## src/rtl/tetris_seq_ctrl.sv

```systemverilog
// ============================================================================
// Module      : tetris_seq_ctrl
// Description : Game sequencer for the Tetris datapath. Owns the state code
//               decoded by dp, issues registered one-cycle operation and
//               board-commit strobes, generates the gravity tick, accepts
//               player moves over a valid/ready handshake, loops on line
//               clears and detects game over.
//               Optional build macro: PAUSE_EN (adds i_pause input that
//               freezes gravity and move acceptance while idle in MOVE).
// Revision    : 1.0 - initial release
// ============================================================================
`default_nettype none

module tetris_seq_ctrl #(
    parameter int GRAVITY_DIV = 16,
    parameter int CNT_W       = 8,
    parameter int MAX_CLEAR   = 8
) (
    input  logic             i_clka,
    input  logic             i_restart,
    input  logic             i_start,
    input  logic [1:0]       i_move,
    input  logic             i_move_valid,
    output logic             o_move_ready,
    input  logic             i_fall_blocked,
    input  logic             i_spawn_blocked,
    input  logic             i_line_full,
`ifdef PAUSE_EN
    input  logic             i_pause,
`endif
    output logic [2:0]       o_state,
    output logic [1:0]       o_move_cmd,
    output logic             o_dp_en,
    output logic             o_board_we,
    output logic             o_board_clr,
    output logic [CNT_W-1:0] o_lines,
    output logic             o_game_over
);

    localparam int c_GW = (GRAVITY_DIV > 1) ? $clog2(GRAVITY_DIV) : 1;
    localparam int c_CW = $clog2(MAX_CLEAR + 1);
    localparam logic [c_GW-1:0] c_GRAV_TERM = c_GW'(GRAVITY_DIV - 1);
    localparam logic [c_CW-1:0] c_CLR_MAX   = c_CW'(MAX_CLEAR);

    typedef enum logic [2:0] {
        ST_GEN      = 3'b000,
        ST_MOVE     = 3'b001,
        ST_LAND     = 3'b010,
        ST_CLEAR    = 3'b011,
        ST_NEWBOARD = 3'b100,
        ST_IDLE     = 3'b101,
        ST_OVER     = 3'b110
    } state_t;

    // PH_WAIT: MOVE is idle awaiting gravity or a player move.
    // PH_COMMIT: the cycle carrying a registered commit/clear strobe when the
    // following operation must not overlap it (CLEAR, and the IDLE board wipe).
    typedef enum logic [1:0] {
        PH_WAIT   = 2'b00,
        PH_ISSUE  = 2'b01,
        PH_EVAL   = 2'b10,
        PH_COMMIT = 2'b11
    } phase_t;

    state_t            r_state, w_state_nxt;
    phase_t            r_phase, w_phase_nxt;
    logic              r_dp_en, w_dp_en_nxt;
    logic              r_board_we, w_board_we_nxt;
    logic              r_board_clr, w_board_clr_nxt;
    logic [1:0]        r_move_cmd, w_move_cmd_nxt;
    logic [CNT_W-1:0]  r_lines, w_lines_nxt;
    logic              r_game_over, w_game_over_nxt;
    logic [c_GW-1:0]   r_grav, w_grav_nxt;
    logic [c_CW-1:0]   r_clr_cnt, w_clr_cnt_nxt;

    logic              w_pause;
    logic              w_grav_term;
    logic              w_move_ready;
    logic [CNT_W-1:0]  w_lines_inc;

`ifdef PAUSE_EN
    assign w_pause = i_pause;
`else
    assign w_pause = 1'b0;
`endif

    assign w_grav_term = (r_grav == c_GRAV_TERM);
    // Gravity takes priority: a pending request waits out a terminal cycle.
    assign w_move_ready = (r_state == ST_MOVE) && (r_phase == PH_WAIT) &&
                          !w_grav_term && !w_pause && (i_move != 2'b00);
    assign w_lines_inc  = (&r_lines) ? r_lines : r_lines + CNT_W'(1);

    // State register and registered strobes
    always_ff @(posedge i_clka or posedge i_restart) begin
        if (i_restart) begin
            r_state     <= ST_IDLE;
            r_phase     <= PH_ISSUE;
            r_dp_en     <= 1'b0;
            r_board_we  <= 1'b0;
            r_board_clr <= 1'b0;
            r_move_cmd  <= 2'b00;
            r_lines     <= '0;
            r_game_over <= 1'b0;
            r_grav      <= '0;
            r_clr_cnt   <= '0;
        end else begin
            r_state     <= w_state_nxt;
            r_phase     <= w_phase_nxt;
            r_dp_en     <= w_dp_en_nxt;
            r_board_we  <= w_board_we_nxt;
            r_board_clr <= w_board_clr_nxt;
            r_move_cmd  <= w_move_cmd_nxt;
            r_lines     <= w_lines_nxt;
            r_game_over <= w_game_over_nxt;
            r_grav      <= w_grav_nxt;
            r_clr_cnt   <= w_clr_cnt_nxt;
        end
    end

    // Next-state, next-strobe and counter logic
    always_comb begin
        w_state_nxt     = r_state;
        w_phase_nxt     = r_phase;
        w_dp_en_nxt     = 1'b0;
        w_board_we_nxt  = 1'b0;
        w_board_clr_nxt = 1'b0;
        w_move_cmd_nxt  = r_move_cmd;
        w_lines_nxt     = r_lines;
        w_game_over_nxt = r_game_over;
        w_grav_nxt      = r_grav;
        w_clr_cnt_nxt   = r_clr_cnt;

        unique case (r_state)
            ST_IDLE: begin
                if (r_phase == PH_COMMIT) begin
                    // Board wipe done; spawn the first piece.
                    w_state_nxt = ST_GEN;
                    w_phase_nxt = PH_ISSUE;
                    w_dp_en_nxt = 1'b1;
                end else if (i_start) begin
                    w_phase_nxt     = PH_COMMIT;
                    w_board_clr_nxt = 1'b1;
                    w_lines_nxt     = '0;
                end
            end

            ST_OVER: begin
                if (i_start) begin
                    w_state_nxt     = ST_IDLE;
                    w_phase_nxt     = PH_COMMIT;
                    w_board_clr_nxt = 1'b1;
                    w_lines_nxt     = '0;
                    w_game_over_nxt = 1'b0;
                end
            end

            ST_GEN: begin
                if (r_phase == PH_ISSUE) begin
                    w_phase_nxt = PH_EVAL;
                end else if (i_spawn_blocked) begin
                    w_state_nxt     = ST_OVER;
                    w_phase_nxt     = PH_WAIT;
                    w_game_over_nxt = 1'b1;
                end else begin
                    w_state_nxt    = ST_MOVE;
                    w_phase_nxt    = PH_WAIT;
                    w_board_we_nxt = 1'b1;
                    w_grav_nxt     = '0;
                end
            end

            ST_MOVE: begin
                if (r_phase == PH_WAIT) begin
                    if (w_pause) begin
                        w_grav_nxt = r_grav;
                    end else if (w_grav_term) begin
                        w_phase_nxt    = PH_ISSUE;
                        w_dp_en_nxt    = 1'b1;
                        w_move_cmd_nxt = 2'b00;
                        w_grav_nxt     = '0;
                    end else begin
                        w_grav_nxt = r_grav + c_GW'(1);
                        if (i_move_valid && w_move_ready) begin
                            w_phase_nxt    = PH_ISSUE;
                            w_dp_en_nxt    = 1'b1;
                            w_move_cmd_nxt = i_move;
                        end
                    end
                end else begin
                    // Gravity keeps time during a player op but holds at
                    // terminal so the fall is issued once the op completes.
                    if (!w_grav_term) begin
                        w_grav_nxt = r_grav + c_GW'(1);
                    end
                    if (r_phase == PH_ISSUE) begin
                        w_phase_nxt = PH_EVAL;
                    end else if ((r_move_cmd == 2'b00) && i_fall_blocked) begin
                        // A fall is the only op that can land the piece.
                        w_state_nxt   = ST_LAND;
                        w_phase_nxt   = PH_ISSUE;
                        w_dp_en_nxt   = 1'b1;
                        w_clr_cnt_nxt = '0;
                    end else begin
                        w_phase_nxt    = PH_WAIT;
                        w_board_we_nxt = 1'b1;
                    end
                end
            end

            ST_LAND: begin
                if (r_phase == PH_ISSUE) begin
                    w_phase_nxt = PH_EVAL;
                end else if (i_line_full) begin
                    w_state_nxt = ST_CLEAR;
                    w_phase_nxt = PH_ISSUE;
                    w_dp_en_nxt = 1'b1;
                end else begin
                    w_state_nxt    = ST_NEWBOARD;
                    w_phase_nxt    = PH_WAIT;
                    w_board_we_nxt = 1'b1;
                end
            end

            ST_CLEAR: begin
                if (r_phase == PH_ISSUE) begin
                    w_phase_nxt = PH_EVAL;
                end else if (r_phase == PH_EVAL) begin
                    w_phase_nxt    = PH_COMMIT;
                    w_board_we_nxt = 1'b1;
                    w_lines_nxt    = w_lines_inc;
                    w_clr_cnt_nxt  = r_clr_cnt + c_CW'(1);
                end else if (r_clr_cnt >= c_CLR_MAX) begin
                    // Bound the clear loop against a stuck line detector.
                    w_state_nxt    = ST_NEWBOARD;
                    w_phase_nxt    = PH_WAIT;
                    w_board_we_nxt = 1'b1;
                end else begin
                    w_state_nxt = ST_LAND;
                    w_phase_nxt = PH_ISSUE;
                    w_dp_en_nxt = 1'b1;
                end
            end

            ST_NEWBOARD: begin
                w_state_nxt = ST_GEN;
                w_phase_nxt = PH_ISSUE;
                w_dp_en_nxt = 1'b1;
            end

            default: begin
                w_state_nxt = ST_IDLE;
                w_phase_nxt = PH_ISSUE;
            end
        endcase
    end

    assign o_state      = r_state;
    assign o_move_cmd   = r_move_cmd;
    assign o_dp_en      = r_dp_en;
    assign o_board_we   = r_board_we;
    assign o_board_clr  = r_board_clr;
    assign o_lines      = r_lines;
    assign o_game_over  = r_game_over;
    assign o_move_ready = w_move_ready;

endmodule

`default_nettype wire

```

## config.mk

```make
export PLATFORM = sky130hd
export DESIGN_NAME = tetris_seq_ctrl
export DESIGN_NICKNAME = d
export VERILOG_FILES = /design/src/rtl/tetris_seq_ctrl.sv
export SDC_FILE = /design/constraint.sdc
export NUM_CORES = 1
export LEC_CHECK = 0
export ABC_AREA = 1
export CAP_MARGIN = 20
export CORE_ASPECT_RATIO = 2
export CORE_MARGIN = 5
export CORE_UTILIZATION = 30
export DETAILED_ROUTE_END_ITERATION = 8
export GPL_TIMING_DRIVEN = 0
export RECOVER_POWER = 50
export SYNTH_ARGS = -nofsm -noshare
export SYNTH_HDL_FRONTEND = slang
export SYNTH_SLANG_ARGS = --single-unit
```

## constraint.sdc

```tcl
create_clock -name i_clka -period 2 [get_ports i_clka]
set_input_delay 0.2 -clock i_clka [delete_from_list [all_inputs] [get_ports i_clka]]
set_output_delay 0.2 -clock i_clka [all_outputs]
set_load 0.02 [all_outputs]
```

== Word-level counts from Yosys, hierarchy flattened ==
Index checks and enable logic that the tools add are counted.
Cells by class
  magnitude comparators: 1
  $add $sub $neg: 3
  equality and inequality tests: 26
  reduce and logical (&&, ||, !) cells: 22
  mux-type cells: 77
Operator list (number)
  two-way mux 4 bit: 10
  two-way mux 8 bit: 5
  two-way mux 3 bit: 12
  two-way mux 1 bit: 29
  inequality test 2 bit (second input constant): 13
  two-way mux 2 bit: 12
  case mux 8 bit (3 select lines): 1
  case mux 3 bit (7 select lines): 1
  case mux 4 bit (2 select lines): 2
  case mux 2 bit (6 select lines): 1
  nonzero test 2 bit: 5
  == test 3 bit (second input constant): 3
  AND reduction 9 bit: 1
  adder 4 x 1 -> 4 bit (second input constant): 2
  adder 8 x 1 -> 8 bit (second input constant): 1
  AND reduction 4 bit: 2
  AND reduction 8 bit: 1
  == test 3 x 2 -> 1 bit (second input constant): 2
  AND reduction 6 bit: 1
  logical AND 1 bit: 5
  case mux 1 bit (5 select lines): 1
  AND reduction 5 bit: 1
  == test 2 bit (second input constant): 2
  == test 4 bit (second input constant): 1
  other kinds (13): 15
Word-level totals
  input port bits: 9
  logic and storage cells: 139
  bits in registers: 27
  output and inout port bits: 18

== Logic depth before layout (Yosys ltp) ==
Gate-level depths: netlist (run 1).
  depth after elaboration: 9
  gate-level depth with buffers: 10
  mapped depth without buffers: 10

== Worst setup path after synthesis (run 1) ==
Ideal clock, no wire load.
  path type: flip-flop to flip-flop
  start: register r_grav[0]
  end: register r_move_cmd[1], in the netlist o_move_cmd[1]
  stages on the path, launching flop included: 10
  arrival: 1.495 ns
  setup slack: 0.388 ns
  setup time: 0.117 ns
  required time: 1.883 ns
  clock period less this slack: 1.612 ns
  buffers on the path: 0
  path through: dfrtp_1 > ha_1 > nand3_1 > nand2_1 > nor2_2 > nand2_2 > nand2_1 > nand2_1 > nand2_1 > nand2_1
Between the ends
  cells in the longest elaborated chain, start to end: 7
  elaborated cells between the ends (all ways): 8
  those cells by class: 1 x eq/ne; 1 x mux; 6 x reduce/logical
Ends and longest elaborated chain
  start: declaration: line 73  | logic [c_GW-1:0] r_grav, w_grav_nxt;
  start signal: assignment: line 115  | r_grav <= w_grav_nxt;
  == test 4 bit: line 87  | assign w_grav_term = (r_grav == c_GRAV_TERM);
  zero test 1 bit
  logical AND 1 bit: line 89  | assign w_move_ready = (r_state == ST_MOVE) && (r_phase == PH_WAIT) &&
  logical AND 1 bit: line 90  | !w_grav_term && !w_pause && (i_move != 2'b00);
  net o_move_ready: line 24  | output logic o_move_ready,
  logical AND 1 bit: line 183  | if (i_move_valid && w_move_ready) begin
  nonzero test 2 bit (no source line)
  AND reduction 3 bit (no source line)
  end signal: assignment: line 112  | r_move_cmd <= w_move_cmd_nxt;
  end: declaration: line 70  | logic [1:0] r_move_cmd, w_move_cmd_nxt;
The timed path passes the listed nets, and every way through them passes these cells.
A chain may end at the register's enable or synchronous reset.

== Final worst setup path (run 1) ==
  start: register r_phase[1]
  end: register r_grav[2]
Between the ends
  cells in the longest elaborated chain, start to end: 3
  elaborated cells between the ends (all ways): 7
  those cells by class: 3 x eq/ne; 2 x mux; 2 x reduce/logical
Ends and longest elaborated chain
  start: declaration: line 66  | phase_t r_phase, w_phase_nxt;
  start signal: assignment: line 108  | r_phase <= w_phase_nxt;
  == test 2 x 1 -> 1 bit or zero test 2 bit (tied branches): line 158, 173
  inequality test 2 bit (no source line), or another cell as far along
  AND reduction 4 bit (no source line) or case mux 4 bit (2 select lines) (tied branches)
Parallel ways exist; a longest one is shown, timed or not.

==> run_results.csv, run 1 <==
group,metric,value,unit
worst_setup_path,crit_chain,"inv_1, ha_1, inv_1, o21ai_0, a21oi_2, nand2_1, nand2_1, o31ai_1",
sta,slew_violations,0,
die,dieArea,8722,um^2
die,die_x,68.59,um
logic_synthesis,yosys.area.top_type_share,29.16,%
worst_setup_path,crit_path_top_delay_cell,"dfrtp_1",
placement,dp.cells,398,
die,row_count,42,
logic_synthesis,synthFlopType,"dfrtp_1",
cts,cts_buffer_depth,2,
finish,layout-drive-gt1-share,17.20,%
worst_setup_path,path_buf_inv,2,
cts,clock-sinks,27,
sta,min_period_over_period,91.34,%
grt,grt_max_degree,18,
logic_synthesis,yosysSeqAreaShare,32.99,%
worst_setup_path,cp_max_fo,7,
grt,grt_pass1_vias,1854,
worst_setup_path,crit_type,"flip-flop to flip-flop",
die,fp.dieH,127.2,um
route,antenna_left,0,
worst_setup_path,critPathTopFamily,"flip-flops",
placement,io_buffers,26,
finish,multiInputGateArea,1221,um^2
power,ir_worst_vdd,0.5824,mV
sta,slew_headroom,47.04,%
sta,tightest_slew,0.7944,ns
logic_synthesis,yosys_warnings,0,
route,vias_per_cell,4.637,
placement,place_congestion,0.9095,
placement,hpwlAfterDp,3897,um
sta,tns,0,ns
worst_setup_path,startpoint_type,"flip-flop",
placement,dpl_worst_slack,0.07187,ns
die,start_util,30.86,%
grt,antenna_found_initial,0,
grt,overflow,0,
grt,grt_usage,12.21,%
hold_path,worst_hold_path_type,"input pin to asynchronous set/reset pin",
die,boundaryPins,27,
route,drt_iter0_drc,82,
sta,post-route-min-period,1.827,ns
worst_setup_path,crit_cells,8,
logic_synthesis,synth_nets,300,
cts,h-tree-depth,1,
worst_setup_path,regToRegSetupSlack,0.17,ns
logic_synthesis,synth_area_per_cell,7.277,um^2
die,coreArea,6674,um^2
worst_setup_path,critPathCaptureType,"flip-flop",
cts,numCtsBuffers,3,
worst_setup_path,slowest_delay,0.46,ns
status,status,"completed",
worst_setup_path,arrival,1.99,ns
logic_synthesis,synthArstFlopShare,100.0,%
logic_synthesis,syn-cell-area,2059,um^2
logic_synthesis,ys_ff_latch,27,
logic_synthesis,yosysTopAreaCell,"dfrtp_1",
finish,utilization,37.55,%
route,finalWirelength,4851,um
finish,areaGrowthSynthToFinish,21.69,%
cts,cts_root_buf,"clkbuf_16",
cts,cts_tree,"done",
sta,finalSetupViolCount,0,
finish,fin_cells,402,
route,post_drt_wl_per_cell,12.07,um
flow_run,cap_violations,0,
cts,clkTransAtPathRegs,0.08,ns
route,via_count,1864,
sta,rsz0062_at_grt,"false",
power,leakagePower,1.262,nW
power,power.density,1222,nW/um^2
worst_setup_path,crit_required,2.16,ns
sta,fin_ws,0.1732,ns
finish,fin_nets,332,
route,dr.pass1.iters,4,
logic_synthesis,postSynthCellCount,283,
sta,clock-skew-final,0.006448,ns
route,drc_errors,0,
worst_setup_path,r2r_cells,8,
cts,clk_latency,0.27,ns
finish,diodes,0,
logic_synthesis,ys_types,31,
sta,fmax,547.4,MHz
finish,regArea,679.4,um^2
grt,grt_pass1_wl,8342,um
logic_synthesis,yosys-top-cells-area,"dfrtp_1 (29%), nand2_1 (18%), nor2_1 (5.7%)",
logic_synthesis,synth_edf_count,0,
finish,n_fill_cell,723,
logic_synthesis,synth_common_cells,"nand2_1 (99), nor2_1 (31), inv_1 (27), dfrtp_1 (24), nand3_1 (17)",
sta,hold_violations,0,
logic_synthesis,yosysMostFrequentCell,"nand2_1",
-- power by group --
| group | switching [W] | internal, W | total (W) |
|---|---|---|---|
| combinational | 0.00113 | 0.000603 | 0.00174 |
| clock | 0.000210 | 0.000277 | 0.000487 |
| sequential | 0.000132 | 0.000708 | 0.000839 |
| total | 0.00147 | 0.00159 | 0.00306 |
-- state kept, by name, indices dropped and copies added, names as in the netlist, 2 cells and up --
register / cells
o_lines: 8
r_grav: 4
o_move_cmd: 2
o_state: 3
r_phase: 2
r_clr_cnt: 4
-- cell usage in the layout, fill, tap and decap left out, types with 4 or more instances in the layout --
cell,count
nor2_4,6
ha_1,8
nand3_1,17
nand2_1,99
nand3_2,4
nand4_1,8
nand2_4,5
inv_2,5
dlygate4sd3_1,9
nor2_1,31
inv_1,27
dfrtp_1,24
nand2_2,12
clkdlybuf4s50_1,16
-- per-layer routing --
| layer | track usage [%] | routed length (um) |
|---|---|---|
| met2 | 23.15 | 2818 |
| met5 | 0 | 0 |
| met3 | 1.318 | 151 |
| met1 | 12.94 | 1804 |
| met4 | 4.572 | 76 |
-- area by class of cell --
class | instances | area share (%)
Sequential cell | 27 | 27.11
Buffer | 4 | 1.298
Clock buffer | 3 | 2.996
Timing Repair Buffer | 27 | 10.33
Inverter | 32 | 4.793
Multi-Input combinational cell | 220 | 48.73
Clock inverter | 1 | 0.3495
Tap cell | 88 | 4.393
-- cell families after synthesis --
group | Yosys count | synth area share (%)
buffers and inverters | 36 | 7.716
adders and majority gates | 8 | 4.860
DFF | 27 | 32.99
AOI/OAI and AO/OA | 16 | 5.407
and+or+nand+nor | 191 | 46.90
xor gates and xnor gates | 5 | 2.127
-- stage by stage --
step           hold WS, ns  cell area (um^2)  total power (W)
6_report            0.3999              2506         0.003062
5_1_grt             0.4886              2506         0.003315
4_1_cts             0.3355              2540         0.003137
3_5_place_dp        0.4912              2457         0.002638
3_3_place_gp        0.4888              2430         0.002612
2_1_floorplan       0.2505              2059         0.002149
-- final timing paths --
kind	from	to
worst max-delay path	r_phase[1]$_DFFE_PP0P_	r_grav[2]$_DFFE_PP0P_
worst min-delay path	i_restart	o_lines[0]$_DFFE_PP0P_
worst max register to register	r_phase[1]$_DFFE_PP0P_	r_grav[2]$_DFFE_PP0P_
worst min register to register	o_move_cmd[0]$_DFFE_PP0P_	o_move_cmd[0]$_DFFE_PP0P_
max in group asynchronous	i_restart	o_state[1]$_DFFE_PP0P_
min in group i_clka	i_move[1]	o_move_cmd[1]$_DFFE_PP0P_
-- timing repair --
item	4_1_cts	5_1_grt
setup buffers	0	0
cloned	0	0
setup endpoints to repair	1	1
resized for setup	1	2
pin swaps	0	0
hold buffers	0	0
Power figures use the tool's default switching activity.
==> run 2: changes to the inputs <==
--- a/config.mk
+++ b/config.mk
@@ -6,11 +6,11 @@
 export NUM_CORES = 1
 export LEC_CHECK = 0
 export ABC_AREA = 1
-export CAP_MARGIN = 20
 export CORE_ASPECT_RATIO = 2
 export CORE_MARGIN = 5
 export CORE_UTILIZATION = 30
 export DETAILED_ROUTE_END_ITERATION = 8
+export DONT_BUFFER_PORTS = 1
 export GPL_TIMING_DRIVEN = 0
 export RECOVER_POWER = 50
 export SYNTH_ARGS = -nofsm -noshare
==> run 2 against run 1 <==
Effect of this change:
- highest routed layer unchanged
- flip-flop and latch count did not move
- core utilization fell by 3.8 points
- critical path type unchanged
- largest power group unchanged
- wire length barely moved
- worst setup slack got worse by 0.0089 ns
- largest cell class unchanged
- cell area fell by 10%
- clock-buffer cell count did not move
==> run_results.csv, run 2 (synthesis results as in run 1) <==
group,metric,value,unit
route,via_count,1751,
grt,overflow,0,
cts,cts_root_buf,"clkbuf_16",
die,die_x,68.59,um
grt,grt_pass1_vias,1712,
grt,grt_usage,11.47,%
finish,final_cell_mix,"nand2_1 (99), nor2_1 (31), inv_1 (27)",
power,leakagePower,1.151,nW
cts,cts_tree,"done",
power,share_comb_of_total_power,50.4,%
cts,cts.hold.buffers_added,0,
worst_setup_path,reg2reg_to,"r_grav[2]$_DFFE_PP0P_",
route,post_drt_wl_per_cell,12.93,um
route,antenna_left,0,
sta,tightest_slew,1.077,ns
worst_setup_path,arrival,1.99,ns
sta,min_period_over_period,91.79,%
worst_setup_path,r2r_cells,8,
worst_setup_path,crit_chain,"inv_1, ha_1, inv_1, o21ai_0, a21oi_2, nand2_1, nand2_1, o31ai_1",
cts,cts_setup_buffers,0,
worst_setup_path,crit_required,2.16,ns
worst_setup_path,critPathCaptureType,"flip-flop",
worst_setup_path,slowest_delay,0.46,ns
placement,io_buffers,0,
sta,clock-skew-final,0.004673,ns
cts,cts_buffer_depth,2,
finish,largest_reg_flops,8,
worst_setup_path,regToRegSetupSlack,0.16,ns
hold_path,worst_hold_path_type,"input pin to flip-flop",
grt,grt_max_degree,28,
power,internal_power,0.001470,W
sta,finalSetupViolCount,0,
placement,place_congestion,0.8591,
finish,mostFrequentLayoutCell,"nand2_1",
power,power.density,1301,nW/um^2
finish,diodes,0,
power,ir_worst_vdd,0.4223,mV
cts,clock-sinks,27,
finish,layout-drive-gt1-share,18.47,%
power,p_switching,0.001462,W
die,row_count,42,
die,dieArea,8722,um^2
power,switching_share,49.86,%
sta,hold_violations,0,
die,boundaryPins,27,
worst_setup_path,worstSetupEndpoint,"r_grav[2]$_DFFE_PP0P_",
power,p_clk_share,16.8,%
finish,utilization,33.76,%
sta,tns,0,ns
placement,hpwlAfterDp,3807,um
route,drt_iter0_drc,64,
worst_setup_path,startpoint_type,"flip-flop",
route,drc_errors,0,
route,vias_per_cell,4.669,
cts,clk_latency,0.27,ns
cts,cts_resized,0,
finish,fin_nets,305,
status,status,"completed",
worst_setup_path,cp-startpoint,"r_phase[1]$_DFFE_PP0P_",
cts,clkTransAtPathRegs,0.08,ns
power,seqPwrFrac,32.8,%
sta,post-route-min-period,1.836,ns
worst_setup_path,crit_path_top_delay_cell,"dfrtp_1",
route,dr.pass1.iters,4,
grt,grt_pass1_wl,7776,um
sta,slew_violations,0,
flow_run,cap_violations,0,
grt,antenna_found_initial,0,
cts,numCtsBuffers,3,
sta,fmax,544.7,MHz
worst_setup_path,cp_max_fo,7,
route,finalWirelength,4849,um
worst_setup_path,r2r_start,"r_phase[1]$_DFFE_PP0P_",
sta,slew_headroom,28.11,%
finish,areaGrowthSynthToFinish,9.417,%
cts,h-tree-depth,1,
sta,rsz0062_at_grt,"false",
worst_setup_path,crit_type,"flip-flop to flip-flop",
die,start_util,30.86,%
die,coreArea,6674,um^2
die,fp.dieH,127.2,um
run 2: cell count changes in the layout (fill, tap and decap cells not counted), sizes merged:
cell	change
clkbuf	-3
clkdlybuf4s50	-16
buf	+1
dlygate4sd3	-9
run 2: how the worst min path moves through the flow:
stage,start,endpoint,slack (ns),cells after the start
final,i_move[0],o_move_cmd[0]$_DFFE_PP0P_,0.04,2
after detailed placement,i_move[0],o_move_cmd[0]$_DFFE_PP0P_,0.33,2
after global routing,i_move[0],o_move_cmd[0]$_DFFE_PP0P_,0.04,2
after floorplan,i_restart,o_board_clr$_DFF_PP0_,0.25,1
after global placement,i_move[0],o_move_cmd[0]$_DFFE_PP0P_,0.32,2
after CTS,i_move[0],o_move_cmd[0]$_DFFE_PP0P_,0.04,2
run 2: cell type report:
class,count,area [um^2]
Sequential cell,27,679.4
Clock buffer,3,75.07
Inverter,32,120.1
Multi-Input combinational cell,220,1221
Fill cell,730,4420
Tap cell,88,110.1
Clock inverter,1,8.758
Buffer,4,38.79
run 2: worst max-delay path, delay by kind of cell (launching register included):
family,cells,cell delay (ns)
and+or+nand+nor,2,0.25
buffers and inverters,2,0.33
AOI/OAI and AO/OA,3,0.40
adders and majority gates,1,0.28
DFF,1,0.46
run 2: per-layer routing:
layer	vias up	part of all wire, %	global-route usage (%)	wire (um)
met5	-	0	0	0
li1	895	-	-	-
met2	41	55	21.69	2667
met4	0	1.8	4.220	86
met3	6	4.4	1.406	211
met1	809	39	12.14	1884
run 2: power groups by stage:
| stage | clock [W] | combinational [W] | sequential (W) |
|---|---|---|---|
| final | 0.000492 | 0.00148 | 0.000962 |
| after global routing | 0.000518 | 0.00165 | 0.000982 |
| after CTS | 0.000508 | 0.00149 | 0.000965 |
| after detailed placement | 0 | 0.00149 | 0.000972 |
| after global placement | 0 | 0.00147 | 0.000973 |
| after floorplan | 0 | 0.00122 | 0.000932 |
run 2: stage by stage:
step           hold slack [ns]  instance area [um^2]  cells  power, W  setup WS, ns
6_report               0.04277                  2253    375  0.002933        0.1642
5_1_grt                0.04319                  2253    375  0.003151       0.01459
4_1_cts                0.03874                  2253    375  0.002963        0.1434
3_5_place_dp            0.3307                  2170    371  0.002463        0.1428
3_3_place_gp            0.3228                  2170    371  0.002439        0.1898
2_1_floorplan           0.2505                  2059    283  0.002149        0.3882
